### src/rtl/puf_serial_vote.sv
// -----------------------------------------------------------------------------
// puf_serial_vote
//
// Ring-oscillator PUF with serial majority voting. For every response bit an
// LFSR picks one oscillator from bank A and one from bank B. Both are enabled,
// their rising edges are counted over a fixed window, and the faster
// oscillator decides the vote. VOTES comparisons are made per bit, and the
// majority becomes the bit. After RESP_W bits the response is presented with
// valid until the consumer acknowledges it.
//
// Ports
//   clock      : system clock, all state changes on its rising edge
//   reset      : asynchronous active-low reset
//   start      : request a run (sampled only in IDLE)
//   challenge  : LFSR seed, captured when start is accepted
//   ro_in      : raw ring-oscillator outputs, asynchronous to clock
//   ro_en      : ring-oscillator enables (the selected pair in SETTLE/COUNT)
//   ack        : consumer has read the response (sampled only in DONE)
//   response   : result of the last completed run
//   valid      : response ready, high exactly while in DONE
//   busy       : high in every state except IDLE
//   tie_cnt    : saturating count of tied comparisons in the last run
// -----------------------------------------------------------------------------
module puf_serial_vote #(
    parameter int RESP_W = 8,
    parameter int N_RO   = 32,
    parameter int WINDOW = 1024,
    parameter int CNT_W  = 16,
    parameter int VOTES  = 3,
    parameter logic [2*$clog2(N_RO/2)-1:0] TAPS = 8'hB8
) (
    input  logic                          clock,
    input  logic                          reset,
    input  logic                          start,
    input  logic [2*$clog2(N_RO/2)-1:0]   challenge,
    input  logic [N_RO-1:0]               ro_in,
    output logic [N_RO-1:0]               ro_en,
    input  logic                          ack,
    output logic [RESP_W-1:0]             response,
    output logic                          valid,
    output logic                          busy,
    output logic [7:0]                    tie_cnt
);

    localparam int SEL_W  = $clog2(N_RO/2);
    localparam int LFSR_W = 2*SEL_W;
    localparam int CYC_W  = $clog2(WINDOW);
    localparam int VI_W   = (VOTES > 1) ? $clog2(VOTES) : 1;
    localparam int ONES_W = $clog2(VOTES+1);
    localparam int BI_W   = (RESP_W > 1) ? $clog2(RESP_W) : 1;

    typedef enum logic [2:0] {
        S_IDLE    = 3'd0,
        S_SETTLE  = 3'd1,
        S_COUNT   = 3'd2,
        S_COMPARE = 3'd3,
        S_DONE    = 3'd4
    } state_t;

    state_t state, state_nxt;

    logic [LFSR_W-1:0] lfsr;
    logic [CYC_W-1:0]  cyc;
    logic [BI_W-1:0]   bit_idx;
    logic [VI_W-1:0]   vote_idx;
    logic [ONES_W-1:0] ones;
    logic [RESP_W-1:0] result;
    logic [CNT_W-1:0]  cnt_a, cnt_b;

    // Synchronizer and edge-detect flops for the two selected oscillators
    logic sync_a_p0, sync_a_p1, prev_a_p2;
    logic sync_b_p0, sync_b_p1, prev_b_p2;

    // Combinational decode
    logic [SEL_W-1:0]  sel_a, sel_b;
    logic [SEL_W:0]    idx_a, idx_b;
    logic              edge_a, edge_b;
    logic              last_settle, last_count, last_vote, last_bit;
    logic              vote_bit, tie;
    logic [ONES_W-1:0] ones_nxt;
    logic              bit_val;
    logic [RESP_W-1:0] result_nxt;

    function automatic logic [CNT_W-1:0] sat_inc_cnt(input logic [CNT_W-1:0] v);
        return (&v) ? v : v + 1'b1;
    endfunction

    function automatic logic [7:0] sat_inc_tie(input logic [7:0] v);
        return (&v) ? v : v + 8'd1;
    endfunction

    // Galois step: shift right, fold TAPS back in when a 1 falls out
    function automatic logic [LFSR_W-1:0] lfsr_step(input logic [LFSR_W-1:0] v);
        return (v >> 1) ^ (v[0] ? TAPS : '0);
    endfunction

    assign sel_a = lfsr[SEL_W-1:0];
    assign sel_b = lfsr[LFSR_W-1:SEL_W];
    // N_RO/2 is a power of two, so bank B's index is just the MSB set
    assign idx_a = {1'b0, sel_a};
    assign idx_b = {1'b1, sel_b};

    assign edge_a = sync_a_p1 & ~prev_a_p2;
    assign edge_b = sync_b_p1 & ~prev_b_p2;

    assign last_settle = (cyc == CYC_W'(3));
    assign last_count  = (cyc == CYC_W'(WINDOW-1));
    assign last_vote   = (vote_idx == VI_W'(VOTES-1));
    assign last_bit    = (bit_idx == BI_W'(RESP_W-1));

    // Ties vote 0 and are tallied separately
    assign vote_bit = (cnt_a > cnt_b);
    assign tie      = (cnt_a == cnt_b);
    assign ones_nxt = ones + ONES_W'(vote_bit);
    assign bit_val  = (ones_nxt > ONES_W'(VOTES/2));

    always_comb begin
        result_nxt          = result;
        result_nxt[bit_idx] = bit_val;
    end

    assign busy  = (state != S_IDLE);
    assign valid = (state == S_DONE);

    always_comb begin
        ro_en = '0;
        if (state == S_SETTLE || state == S_COUNT) begin
            ro_en[idx_a] = 1'b1;
            ro_en[idx_b] = 1'b1;
        end
    end

    // Next-state logic
    always_comb begin
        state_nxt = state;
        case (state)
            S_IDLE:    if (start) state_nxt = S_SETTLE;
            S_SETTLE:  if (last_settle) state_nxt = S_COUNT;
            S_COUNT:   if (last_count) state_nxt = S_COMPARE;
            S_COMPARE: state_nxt = (last_vote && last_bit) ? S_DONE : S_SETTLE;
            S_DONE:    if (ack) state_nxt = S_IDLE;
            default:   state_nxt = S_IDLE;
        endcase
    end

    always_ff @(posedge clock or negedge reset) begin
        if (!reset) state <= S_IDLE;
        else        state <= state_nxt;
    end

    always_ff @(posedge clock or negedge reset) begin
        if (!reset) begin
            sync_a_p0 <= 1'b0;
            sync_a_p1 <= 1'b0;
            prev_a_p2 <= 1'b0;
            sync_b_p0 <= 1'b0;
            sync_b_p1 <= 1'b0;
            prev_b_p2 <= 1'b0;
        end else begin
            // p0 -> p1: two-flop synchronizer
            sync_a_p0 <= ro_in[idx_a];
            sync_b_p0 <= ro_in[idx_b];
            sync_a_p1 <= sync_a_p0;
            sync_b_p1 <= sync_b_p0;
            // p2: previous synchronized level for edge detection
            prev_a_p2 <= sync_a_p1;
            prev_b_p2 <= sync_b_p1;
        end
    end

    always_ff @(posedge clock or negedge reset) begin
        if (!reset) begin
            lfsr     <= '0;
            cyc      <= '0;
            bit_idx  <= '0;
            vote_idx <= '0;
            ones     <= '0;
            result   <= '0;
            response <= '0;
            tie_cnt  <= '0;
            cnt_a    <= '0;
            cnt_b    <= '0;
        end else begin
            case (state)
                S_IDLE: begin
                    if (start) begin
                        lfsr     <= (challenge == '0) ? LFSR_W'(1) : challenge;
                        cyc      <= '0;
                        bit_idx  <= '0;
                        vote_idx <= '0;
                        ones     <= '0;
                        tie_cnt  <= '0;
                        cnt_a    <= '0;
                        cnt_b    <= '0;
                    end
                end
                S_SETTLE: begin
                    // Edges seen here only refill the synchronizer; not counted
                    cyc <= last_settle ? '0 : cyc + 1'b1;
                end
                S_COUNT: begin
                    cyc <= last_count ? '0 : cyc + 1'b1;
                    if (edge_a) cnt_a <= sat_inc_cnt(cnt_a);
                    if (edge_b) cnt_b <= sat_inc_cnt(cnt_b);
                end
                S_COMPARE: begin
                    // Counters clear here so every SETTLE entry starts from zero
                    cnt_a <= '0;
                    cnt_b <= '0;
                    if (tie) tie_cnt <= sat_inc_tie(tie_cnt);
                    if (!last_vote) begin
                        vote_idx <= vote_idx + 1'b1;
                        ones     <= ones_nxt;
                    end else begin
                        result   <= result_nxt;
                        lfsr     <= lfsr_step(lfsr);
                        vote_idx <= '0;
                        ones     <= '0;
                        if (last_bit) response <= result_nxt;
                        else          bit_idx  <= bit_idx + 1'b1;
                    end
                end
                default: ;
            endcase
        end
    end

endmodule

### config.mk
export PLATFORM = sky130hd
export DESIGN_NAME = puf_serial_vote
export DESIGN_NICKNAME = d
export VERILOG_FILES = /design/src/rtl/puf_serial_vote.sv
export SDC_FILE = /design/constraint.sdc
export NUM_CORES = 1
export LEC_CHECK = 0
export BUFFER_PORTS_ARGS = -buffer_cell sky130_fd_sc_hd__buf_2
export CAP_MARGIN = 20
export CORE_MARGIN = 1.5
export CORE_UTILIZATION = 40
export CTS_CLUSTER_DIAMETER = 200
export DETAILED_ROUTE_END_ITERATION = 10
export PLACE_DENSITY_LB_ADDON = 0.08
export REMOVE_ABC_BUFFERS = 1
export SYNTH_ARGS = -nofsm -noshare
export SYNTH_HDL_FRONTEND = slang
export SYNTH_SLANG_ARGS = --single-unit
export TNS_END_PERCENT = 5
### constraint.sdc
create_clock -name clock -period 2.6 [get_ports clock]
set_input_delay 0.52 -clock clock [delete_from_list [all_inputs] [get_ports clock]]
set_output_delay 0.52 -clock clock [all_outputs]
set_load 0.005 [all_outputs]
==> Word-level counts from Yosys, hierarchy flattened <==
Cells that the tools add are included.
{ "totals": {"in_bits": 44, "regBits": 90, "output_inout_bits": 50, "word_cells": 130} }
{ "classes": {"n_eq_ne": 21, "n_addsub": 7, "bitwise": 6, "muxes": 47, "n_lt_le_gt_ge": 8, "n_reduce_logical": 24} }
{ "op_table": {"columns": ["op", "count"], "rows": [
  ["16-bit case mux with 3 select lines", 2],
  ["16-bit two-way mux", 5],
  ["8-bit two-way mux", 7],
  ["16-bit by 1-bit adder with 16-bit output (second input constant)", 2],
  ["32-bit two-way mux", 1],
  ["16-bit by 32-bit bitwise OR with 32-bit output", 1],
  ["8-bit case mux with 2 select lines", 2],
  ["16-bit AND reduction", 2],
  ["10-bit two-way mux", 3],
  ["10-bit case mux with 3 select lines", 1],
  ["3-bit two-way mux", 8],
  ["2-bit inequality test (second input constant)", 12],
  ["4-bit AND reduction", 5],
  ["16-bit equality test", 1],
  ["16-bit > comparator", 1],
  ["3-bit case mux with 5 select lines", 1],
  ["10-bit by 1-bit adder with 10-bit output (second input constant)", 1],
  ["10-bit equality test (second input constant)", 1],
  ["10-bit by 2-bit equality test with 1-bit output (second input constant)", 1],
  ["3-bit nonzero test", 3],
  ["8-bit by 1-bit adder with 8-bit output (second input constant)", 1],
  ["1-bit binary-select mux with 4-bit select", 2],
  ["8-bit bitwise mux", 1],
  ["1-bit demux with 4-bit select", 2],
  ["30 further kinds", 47]
]} }

==> Logic depth before layout (Yosys ltp) <==
Gate-level depths: netlist of the first run.
{ "depth": {"ltp_word": 6, "ltp_mapped": 12} }

==> Least setup slack after synthesis of the first run <==
OpenSTA, ideal clock, no wires.
{ "synth_timing": {"path_type": "flip-flop to flip-flop", "startpoint": "register cnt_b[14]", "endpoint": "register response[4]", "path_slack_ns": 0.217, "setup_time_ns": 0.083, "arrival_time_ns": 2.300, "synth_period_minus_slack_ns": 2.383, "stages_incl_launch_ff": 11, "cell_sequence": "dfrtp_1 > inv_1 > ha_1 > nand4_1 > nor4_4 > a21oi_1 > ha_1 > xor2_1 > clkbuf_1 > mux2i_1 > o21ai_0"} }
{ "synth_via": {"elab_chain_len": 4} }
{ "synth_rtl": {"columns": ["element", "line_no", "text"], "rows": [
  ["start, declared", "68", "logic [CNT_W-1:0] cnt_a, cnt_b;"],
  ["start signal, assigned", "204", "if (edge_b) cnt_b <= sat_inc_cnt(cnt_b);"],
  ["16-bit > comparator", "112", "assign vote_bit = (cnt_a > cnt_b);"],
  ["2-bit by 1-bit adder with 2-bit output", "114", "assign ones_nxt = ones + ONES_W'(vote_bit);"],
  ["2-bit by 1-bit > comparator with 1-bit output", "115", "assign bit_val = (ones_nxt > ONES_W'(VOTES/2));"],
  ["8-bit bitwise mux", "119", "result_nxt[bit_idx] = bit_val;"],
  ["end signal, assigned", "219", "if (last_bit) response <= result_nxt;"],
  ["end, declared", "39", "output logic [RESP_W-1:0] response,"]
]} }
Every way passes these cells.
A chain may end at the register's enable or synchronous reset.

==> Worst setup path in the final report of the first run <==
{ "layout_timing": {"startpoint": "register state[0]", "endpoint": "output ro_en[16]"} }
{ "layout_via": {"elab_chain_len": 3, "elab_cells_between_ends": 4, "classes_between": "eq/ne (2); mux (1); reduce/logical (1)"} }
{ "layout_rtl": {"columns": ["element", "line_no", "text"], "rows": [
  ["start, declared", "60", "state_t state, state_nxt;"],
  ["start signal, assigned", "148", "else state <= state_nxt;"],
  ["3-bit by 1-bit equality test with 1-bit output or 3-bit by 2-bit equality test with 1-bit output (tied branches)", "127", "if (state == S_SETTLE || state == S_COUNT) begin"],
  ["1-bit logical OR *", "127", null],
  ["32-bit two-way mux *", "127", null],
  ["end, declared", "37", "output logic [N_RO-1:0] ro_en,"]
]} }
Mark *: on every way between the ends. The rest lies on a longest branch, timed or not.

==> results of run 1 <==
-- registers in the layout, indices dropped and copies added, names as in the netlist, 2 cells and up --
name and cells:
cyc 10, response 8, state 3, ones 2, tie_cnt 8, vote_idx 2, lfsr 8, result 8
bit_idx 3, cnt_b 16, cnt_a 16
-- cells in the mapped netlist, types with 12 or more instances --
master                     instances  share of area, %
sky130_fd_sc_hd__mux2i_1          14               2.5
sky130_fd_sc_hd__o21ai_0          42               3.7
sky130_fd_sc_hd__dfrtp_1          90                40
sky130_fd_sc_hd__clkbuf_1         14              0.94
sky130_fd_sc_hd__inv_1            22               1.5
sky130_fd_sc_hd__o31ai_1          15               2.0
sky130_fd_sc_hd__nand4_1          18               2.0
sky130_fd_sc_hd__ha_1             23               5.1
sky130_fd_sc_hd__nor3_1           23               2.1
sky130_fd_sc_hd__xnor2_1          19               3.0
sky130_fd_sc_hd__nor4_1           12               1.3
sky130_fd_sc_hd__nor2_1           73               4.9
sky130_fd_sc_hd__nand3_1          26               2.3
sky130_fd_sc_hd__a21oi_1          32               2.9
sky130_fd_sc_hd__nand2_1          68               4.5
-- worst max-delay path, stage by stage (launching register included) --
cell	delay [ns]
sky130_fd_sc_hd__dfrtp_2	0.48
sky130_fd_sc_hd__nand2b_2	0.24
sky130_fd_sc_hd__a21o_1	0.24
sky130_fd_sc_hd__or3_4	0.37
sky130_fd_sc_hd__nor3_1	0.13
sky130_fd_sc_hd__buf_2	0.14
-- through the flow --
stage                     std cells  setup slack, ns  hold slack [ns]  instance area (sq um)  util [%]
after floorplan                 593           0.1316           0.2244                   5490         -
after global placement          912          -0.2864           0.3338                   6541     47.49
after detailed placement        912          -0.3891           0.3347                   6541     47.49
after CTS                       928         0.009240           0.1996                   6855     49.77
after global routing            930         0.004637           0.2211                   6904     50.13
final                           930           0.1251           0.1677                   6904     50.13
-- path summary, 6_finish.rpt --
path	start	slack (ns)	end	depth (start not counted)
min reg2reg	sync_b_p0	0.35	sync_b_p1	0
min in group clock	sync_b_p0	0.35	sync_b_p1	0
max reg2reg	cnt_a[1]	0.15	response[0]	11
min	reset	0.17	cyc[4]	1
max	state[0]	0.13	ro_en[16]	5
max in group asynchronous	reset	1.78	vote_idx[0]	2
-- placed cells by master, fill, tap and decap left out, types with 12 or more instances in the layout --
master                    count
sky130_fd_sc_hd__a21oi_1     31
sky130_fd_sc_hd__buf_2       92
sky130_fd_sc_hd__buf_4       47
sky130_fd_sc_hd__dfrtp_1     88
sky130_fd_sc_hd__ha_1        22
sky130_fd_sc_hd__inv_1       22
sky130_fd_sc_hd__mux2i_1     14
sky130_fd_sc_hd__nand2_1     68
sky130_fd_sc_hd__nand3_1     26
sky130_fd_sc_hd__nand4_1     18
sky130_fd_sc_hd__nor2_1      73
sky130_fd_sc_hd__nor3_1      23
sky130_fd_sc_hd__nor4_1      12
sky130_fd_sc_hd__o21ai_0     42
sky130_fd_sc_hd__o31ai_1     15
sky130_fd_sc_hd__xnor2_1     19
-- per-layer routing --
metal | GRT usage, % | up-vias | part of all wire (%)
li1 | - | 2512 | -
met1 | 28.58 | 2389 | 48
met2 | 33.12 | 96 | 47
met3 | 2.867 | 14 | 3.5
met4 | 7.794 | 0 | 1.8
met5 | 0 | - | 0
-- cell families (layout without fill, tap and decap cells) --
logic type | Yosys count | after routing | synth area share, %
xor+xnor | 21 | 21 | 3.277
flops | 90 | 90 | 40.12
mux | 31 | 31 | 7.914
buf+inv | 51 | 179 | 3.656
fa+ha+maj | 23 | 23 | 5.127
compound gates | 125 | 125 | 14.18
simple gates | 281 | 281 | 25.72
-- power groups by stage --
stage               clock [uW]  sequential, uW  combinational, uW
finish                    1320            2010               2190
global route              1410            2070               2450
CTS                       1350            2010               2130
detailed placement           0            2030               2110
global placement             0            2010               2060
floorplan                    0            1950               1400
-- area by class of cell --
class	count	area, sq um
Timing Repair Buffer	141	853.3
Clock inverter	6	56.30
Fill cell	1346	6869
Tap cell	180	225.2
Inverter	22	82.58
Multi-Input combinational cell	481	3193
Clock buffer	10	239.0
Sequential cell	90	2255
-- what timing repair did --
item,in CTS,in global routing
resized for setup,2,7
pin swaps,0,3
hold buffers,0,0
setup endpoints to repair,16,38
endpoints found under the hold margin,0,0
buffers inserted,0,2
==> flow_metrics.tcl, run 1 <==
set metrics [dict create \
    min_period_ns 2.475 \
    grt_max_degree 45 \
    p_per_area_nw_per_um2 799.4 \
    placement.io_buffers 93 \
    area_delta_synth_final_pct 23.00 \
    detailroute.via_count 5011 \
    detailedRoute.firstIterationViolations 263 \
    clock_tree_root_buffer_cell "sky130_fd_sc_hd__clkbuf_16" \
    holdCritPathClass "input pin to async pin" \
    grt_setup_unrepaired "false" \
    globalRouteOverflowTotal 0 \
    clock_skew_ns 0.01080 \
    transition_at_the_pin_with_the_smallest_max_transition_slack_ns 0.8468 \
    first_pass_grt_wire_length_microns 24270 \
    groute.usage.overall_pct 20.74 \
    leakage_uw 0.003120 \
    worst_ep_required_time_ns 2.08 \
    cts_max_path_buffers 2 \
    yosys_cell_types 59 \
    p_int_uw 3302 \
    run_status "finished clean" \
    post_synth_instance_area_sq_um 5613 \
    synth_enable_flop_cells 0 \
    synth.yosys.seq_area_share_pct 40.12 \
    detail_route.first_pass.iterations 4 \
    fin_total_pwr_uw 5519 \
    clkSlewWorstSetupHoldPaths_ns 0.07 \
    boundaryPins 94 \
    wirelength_microns 14070 \
    initial_core_util_pct 40.75 \
    number_of_cells_produced_by_synthesis 622 \
    synth-async-reset-ratio_pct 100.0 \
    htree_num_levels 3 \
    flop_pwr_share_pct 36.4 \
    layout-drive-gt1-share_pct 25.60 \
    avgRoutedWirePerCell_microns 15.13 \
    die-area_sq_um 14750 \
    setup_total_negative_slack_ns 0 \
    report.final.hold_viol_count 0 \
    critical_path.startpoint_type "register" \
    num_antenna_cells 0 \
    tritoncts.num_buffers 9 \
    yosys_register_bits 90 \
    vias_in_the_first_global_route 5003 \
    post-route-drc-count 0 \
    maxSlewViolCount 0 \
    cap_viol_max_count 0 \
    post_drt_via_cell_ratio 5.388 \
    gp_congestion 0.8273 \
    critPathMaxFanout 12 \
    synth_area_per_cell_sq_um 9.024 \
    cts_tree "yes" \
    ant_nets 0 \
    cts_sinks 90 \
    placement_rows 43 \
    p_clk_share_pct 23.9 \
    max_slew_headroom_pct 43.17 \
    timing.fmax_mhz 404.1 \
    p_comb_share_pct 39.7 \
    nNetsFinal 812 \
    worst-setup-path-type "register to primary output" \
    worst_setup_path_end_kind "primary output" \
    synth.yosys.warnings 0 \
    period_utilization_post_route_pct 95.19 \
    floorplan.die.width_microns 121.5 \
    dp.final_hpwl_microns 10710 \
    design.core.area_sq_um 13770 \
    vdd_drop_max_v 0.0004838 \
    timing.critical_path.arrival_ns 1.95 \
    dominantRegCellSynth "sky130_fd_sc_hd__dfrtp_1" \
    switching_share_pct 40.18 \
    dieHeight_microns 121.5 \
    clk_latency_ns 0.35 \
    net-switching-power_uw 2218 \
    grt_antenna_before_repair 0 \
    setup_viol 0 \
]
No activity file was read; power rests on OpenSTA's default activity.
==> inputs of run 2 (changes only) <==
- ABC_AREA: default -> 1
- CTS_CLUSTER_SIZE: default -> 28
==> run 2 against run 1 <==
Worst setup slack better by 0.090 ns. First-iteration DRC count grew 12%. Synthesized area is 6.1% higher. Utilization shrank 0.48 points. Largest power group unchanged. Sequential share of layout area decreased by 1.4 points.
==> flow_metrics.tcl, run 2 <==
set metrics [dict create \
    run_status "finished clean" \
    p_comb_share_pct 41.8 \
    layout.cells.most_common_list "sky130_fd_sc_hd__nand2_1, sky130_fd_sc_hd__nor2_1, sky130_fd_sc_hd__buf_2" \
    groute.usage.overall_pct 19.85 \
    clock_skew_ns 0.007312 \
    cap_viol_max_count 0 \
    synth_enable_flop_cells 0 \
    report.final.hold_viol_count 0 \
    num_antenna_cells 0 \
    htree_num_levels 3 \
    critical_path.startpoint_type "register" \
    cells_taking_the_most_area_after_synthesis "sky130_fd_sc_hd__dfrtp_1, sky130_fd_sc_hd__nand2_1, sky130_fd_sc_hd__nor2_1" \
    critPathMaxFanout 10 \
    clkSlewWorstSetupHoldPaths_ns 0.07 \
    grt_max_degree 56 \
    setup_viol 0 \
    min_period_ns 2.385 \
    multi_input_area_sq_um 3243 \
    grt_setup_unrepaired "false" \
    design_area_sq_um 7216 \
    post_cts.repair.setup_buffers 0 \
    regArea_sq_um 2252 \
    p_clk_share_pct 25.5 \
    detailedRoute.firstIterationViolations 295 \
    post_synth_instance_area_sq_um 5953 \
    reg_top3 "cnt_a x16, cnt_b x16, cyc x10" \
    detailroute.via_count 5669 \
    synth-async-reset-ratio_pct 100.0 \
    dp.final_hpwl_microns 10850 \
    placement_rows 44 \
    floorplan.die.width_microns 125.0 \
    post-route-drc-count 0 \
    vdd_drop_max_v 0.0003455 \
    number_of_standard_cells_in_the_layout_taps_in_and_fillers_out 1181 \
    vias_in_the_first_global_route 5515 \
    worst_setup_path_end_kind "primary output" \
    globalRouteOverflowTotal 0 \
    p_int_uw 3445 \
    dominantRegCellSynth "sky130_fd_sc_hd__dfrtp_1" \
    clk_latency_ns 0.35 \
    grt_antenna_before_repair 0 \
    timing.critical_path.slowest_cell_delay_ns 0.46 \
    wirelength_microns 14570 \
    boundaryPins 94 \
    synth_area_per_cell_sq_um 6.866 \
    critical_path.cell_chain "inv_2, nand3_1, nand2_4, nand2_1, nor2_1, buf_2" \
    nFillCells 1506 \
    timing.hold.ws_ns 0.1552 \
    final_common_cell "sky130_fd_sc_hd__nand2_1" \
    synth.top_cells.by_count "sky130_fd_sc_hd__nand2_1, sky130_fd_sc_hd__nor2_1, sky130_fd_sc_hd__inv_1, sky130_fd_sc_hd__dfrtp_1, sky130_fd_sc_hd__nand3_1" \
    ant_nets 0 \
    initial_core_util_pct 40.96 \
    holdCritPathClass "input pin to async pin" \
    flop_pwr_share_pct 32.7 \
    yosys.cell_count.top_type "sky130_fd_sc_hd__nand2_1" \
    placement.io_buffers 93 \
    synth_top_area_share_pct 37.83 \
    detail_route.first_pass.iterations 5 \
    design.core.area_sq_um 14530 \
    worst-setup-path-type "register to primary output" \
    leakage_uw 0.003693 \
    max_slew_headroom_pct 63.77 \
    first_pass_grt_wire_length_microns 25840 \
    netlist.top_cell.by_area "sky130_fd_sc_hd__dfrtp_1" \
    net-switching-power_uw 2592 \
    critical-path-slowest-cell "sky130_fd_sc_hd__dfrtp_1" \
    gp_congestion 0.8345 \
    avgRoutedWirePerCell_microns 12.34 \
    dpl_cell_area_sq_um 6842 \
    area_delta_synth_final_pct 21.21 \
    transition_at_the_pin_with_the_smallest_max_transition_slack_ns 0.5416 \
    maxSlewViolCount 0 \
    nNetsFinal 1059 \
    yosys_cell_types 38 \
    timing.critical_path.arrival_ns 1.87 \
    post_drt_via_cell_ratio 4.800 \
    switching_share_pct 42.94 \
    final_core_util_pct 49.65 \
    period_utilization_post_route_pct 91.73 \
    cts_max_path_buffers 2 \
    die-area_sq_um 15620 \
    worst_ep_required_time_ns 2.08 \
    synth.yosys.warnings 0 \
    cts_sinks 90 \
    synth.yosys.seq_area_share_pct 37.83 \
    tritoncts.num_buffers 9 \
    yosys_register_bits 90 \
    layout-drive-gt1-share_pct 17.45 \
    cts_tree "yes" \
    timing.fmax_mhz 419.3 \
    p_per_area_nw_per_um2 836.6 \
    place_inst 1165 \
    number_of_cells_produced_by_synthesis 867 \
    clock_tree_root_buffer_cell "sky130_fd_sc_hd__clkbuf_16" \
    dieHeight_microns 125.0 \
]
## run 2: changes by cell type after synthesis, moves of 12 or more
cell	previous run	this run
sky130_fd_sc_hd__mux2i_1	14	0
sky130_fd_sc_hd__nand3_1	26	66
sky130_fd_sc_hd__nor2_1	73	104
sky130_fd_sc_hd__xnor2_1	19	7
sky130_fd_sc_hd__o31ai_1	15	0
sky130_fd_sc_hd__inv_1	22	91
sky130_fd_sc_hd__o21ai_0	42	26
sky130_fd_sc_hd__o21ai_1	1	44
sky130_fd_sc_hd__a22oi_1	0	12
sky130_fd_sc_hd__nand2_1	68	287
sky130_fd_sc_hd__a21oi_1	32	15
## run 2: metal layers
layer	GRT usage, %	vias to the layer above	routed length [microns]
met5	0	-	0
met1	26.55	2480	7179
met3	3.124	9	556
met4	5.816	0	155
li1	-	3051	-
met2	33.30	129	6682
## run 2: repair_timing
item                       4_1_cts  5_1_grt
hold buffers                     0        0
setup endpoints to repair       16       16
gates cloned                     0        0
pin swaps                        0        0
hold endpoints to repair         0        0
gates resized for setup          1        3
## run 2: cells by family after synthesis
logic type	Yosys count	share of synthesized area [%]
and+or+nand+nor	502	35.22
buffers and inverters	118	8.113
AOI/OAI and AO/OA	115	11.20
DFF	90	37.83
adders and majority gates	23	4.834
xor gates and xnor gates	19	2.795
## run 2: final timing paths
| path | endpoint | depth (start not counted) | start | slack (ns) |
|---|---|---|---|---|
| worst max register to register | result[7] | 12 | cnt_b[15] | 0.34 |
| worst min register to register | sync_b_p1 | 0 | sync_b_p0 | 0.35 |
| worst max-delay path | ro_en[5] | 6 | state[0] | 0.21 |
| min in group clock | sync_b_p1 | 0 | sync_b_p0 | 0.35 |
| worst min-delay path | cyc[8] | 1 | reset | 0.16 |
| max in group asynchronous | bit_idx[0] | 2 | reset | 1.76 |
## run 2: final cells by class
| cell class | instances | area share, % |
|---|---|---|
| multi-input combinational | 659 | 44.95 |
| timing repair buffer | 130 | 10.51 |
| clock inverter | 7 | 1.717 |
| clock buffer | 9 | 3.121 |
| tap | 184 | 3.191 |
| inverter | 102 | 5.306 |
| sequential | 90 | 31.21 |
## run 2: metrics by stage
step           total power [uW]  setup WS, ns  TNS, ns
4_1_cts                    6089        0.1629        0
6_report                   6037        0.2150        0
2_1_floorplan              3659        0.4405        0
3_3_place_gp               4513       0.04114        0
5_1_grt                    6598       0.01762        0
3_5_place_dp               4508      -0.04476  -0.2752
## run 2: worst max-delay path: cells and delay by family, from the launching register on
| kind | cells | cell delay [ns] |
|---|---|---|
| AND/OR/NAND/NOR | 4 | 0.82 |
| buffers and inverters | 2 | 0.23 |
| flip-flops | 1 | 0.46 |
## run 2: power by group through the flow
stage / sequential [uW] / clock, uW / combinational, uW
finish: 1970 / 1540 / 2520
detailed placement: 1980 / 0 / 2520
CTS: 1970 / 1590 / 2530
global route: 2020 / 1650 / 2930
floorplan: 1920 / 0 / 1740
global placement: 1990 / 0 / 2520
==> inputs of run 3 (changes only) <==
- RECOVER_POWER: default -> 100
==> run 3 against run 2 <==
Power fell by 1.3%. Fmax fell by 0.44%. Critical path depth did not move. Global-route usage did not move. Count of clock-buffer cells in the layout did not move. Utilization fell by 0.44 points. Sequential share of layout area rose by 0.28 points. Register-to-register slack barely moved. Non-clock buffer count did not move. Highest routed layer unchanged.
==> flow_metrics.tcl, run 3 (synthesized netlist as in run 2, its figures left out) <==
set metrics [dict create \
    nFillCells 1529 \
    globalRouteOverflowTotal 0 \
    nNetsFinal 1059 \
    final_common_cell "sky130_fd_sc_hd__nand2_1" \
    timing.critical_path.arrival_ns 1.88 \
    reg2reg_depth 7 \
    detailedRoute.firstIterationViolations 333 \
    setup_viol 0 \
    post_drt_via_cell_ratio 4.834 \
    fin_total_pwr_uw 5957 \
    die-area_sq_um 15620 \
    vias_in_the_first_global_route 5515 \
    final_core_util_pct 49.21 \
    num_antenna_cells 0 \
    wl_met2_microns 6696 \
    timing.fmax_mhz 417.4 \
    groute.usage.overall_pct 19.85 \
    clock_skew_ns 0.006660 \
    boundaryPins 94 \
    reg_top3 "cnt_a x16, cnt_b x16, cyc x10" \
    place_inst 1165 \
    tritoncts.num_buffers 9 \
    holdCritPathClass "input pin to async pin" \
    grt_max_degree 56 \
    critPathMaxFanout 10 \
    cts_sinks 90 \
    htree_num_levels 3 \
    clock_tree_root_buffer_cell "sky130_fd_sc_hd__clkbuf_16" \
    report.final.hold_viol_count 0 \
    initial_core_util_pct 40.96 \
    area_delta_synth_final_pct 20.13 \
    post-route-drc-count 0 \
    number_of_standard_cells_in_the_layout_taps_in_and_fillers_out 1181 \
    dp.final_hpwl_microns 10850 \
    cap_viol_max_count 0 \
    detail_route.first_pass.iterations 5 \
    detailroute.via_count 5709 \
    routed-wl-met3_microns 563 \
    p_per_area_nw_per_um2 833.0 \
    layout.cells.most_common_list "sky130_fd_sc_hd__nand2_1, sky130_fd_sc_hd__nor2_1, sky130_fd_sc_hd__inv_1" \
    period_utilization_post_route_pct 92.14 \
    floorplan.die.width_microns 125.0 \
    worst-setup-path-type "register to primary output" \
    transition_at_the_pin_with_the_smallest_max_transition_slack_ns 1.236 \
    clk_latency_ns 0.35 \
    worst_setup_path_end_kind "primary output" \
    wirelength_microns 14540 \
    highest_layer "met4" \
    maxSlewViolCount 0 \
    cts_tree "yes" \
    dieHeight_microns 125.0 \
    cts_max_path_buffers 2 \
    placement_rows 44 \
    placement.io_buffers 93 \
    leakage_uw 0.003590 \
    avgRoutedWirePerCell_microns 12.31 \
    grt_antenna_before_repair 0 \
    clkSlewWorstSetupHoldPaths_ns 0.07 \
    worst_ep_required_time_ns 2.08 \
    design.core.area_sq_um 14530 \
    run_status "finished clean" \
    ant_nets 0 \
    min_period_ns 2.396 \
    max_slew_headroom_pct 17.59 \
    grt_setup_unrepaired "false" \
    met1Wirelength_microns 7097 \
    gp_congestion 0.8345 \
    critical_path.startpoint_type "register" \
    layout-drive-gt1-share_pct 14.84 \
    vdd_drop_max_v 0.0003387 \
    first_pass_grt_wire_length_microns 25840 \
]
[run 3: cell count changes in the layout (fill, tap and decap cells not counted), sizes merged]
cell	before	now
buf	130	91
clkbuf	9	48
[run 3: timing repair]
| item | CTS | global route |
|---|---|---|
| buffers inserted | 0 | 0 |
| gates resized for setup | 1 | 3 |
| hold buffers | 0 | 0 |
| pin swaps | 0 | 0 |
| setup endpoints to repair | 16 | 16 |
[run 3: metrics by stage]
| step | cell area (sq um) | worst slack, ns | TNS (ns) | hold WS, ns |
|---|---|---|---|---|
| 3_3_place_gp | 6842 | 0.04114 | 0 | 0.3453 |
| 6_report | 7152 | 0.2044 | 0 | 0.3372 |
| 3_5_place_dp | 6842 | -0.04476 | -0.2752 | 0.3441 |
| 5_1_grt | 7152 | 0.01908 | 0 | 0.3676 |
| 4_1_cts | 7198 | 0.1629 | 0 | 0.1704 |
| 2_1_floorplan | 5853 | 0.4405 | 0 | 0.2244 |
[run 3: report_power, final]
group / total [uW] / leakage, uW / internal (uW) / switching (uW)
registers: 1970 / 0.00122 / 1680 / 296
clock network: 1550 / 0.000167 / 949 / 598
logic: 2440 / 0.00220 / 775 / 1660
total: 5960 / 0.00359 / 3400 / 2560
[run 3: cell type report]
| class | count | area, sq um | share of cell area (%) |
|---|---|---|---|
| Clock buffer | 9 | 225.2 | 3.149 |
| Clock inverter | 7 | 123.9 | 1.732 |
| Inverter | 102 | 382.9 | 5.353 |
| Multi-Input combinational cell | 659 | 3233 | 45.21 |
| Sequential cell | 90 | 2252 | 31.49 |
| Tap cell | 184 | 230.2 | 3.219 |
| Timing Repair Buffer | 130 | 704.4 | 9.850 |
[run 3: per-layer routing]
layer | track usage, % | vias up
met3 | 3.124 | 11
met2 | 33.30 | 129
met4 | 5.816 | 0
met1 | 26.55 | 2521
met5 | 0 | -
li1 | - | 3048
[run 3: final timing paths]
path | start | end | slack [ns]
setup / recovery | state[0] | ro_en[8] | 0.20
hold / removal | reset | cyc[8] | 0.34
setup reg to reg | state[0] | tie_cnt[6] | 0.33
hold reg to reg | sync_b_p0 | sync_b_p1 | 0.35
max in group asynchronous | reset | bit_idx[0] | 0.48
min in group clock | sync_b_p0 | sync_b_p1 | 0.35
[run 3: worst max-delay path, cell delays in order, from the launching register on]
cell and delay (ns):
sky130_fd_sc_hd__dfrtp_1 0.46, sky130_fd_sc_hd__inv_2 0.11, sky130_fd_sc_hd__nand3_1 0.28, sky130_fd_sc_hd__nand2_4 0.29
sky130_fd_sc_hd__nand2_1 0.14, sky130_fd_sc_hd__nor2_1 0.12, sky130_fd_sc_hd__clkbuf_2 0.12
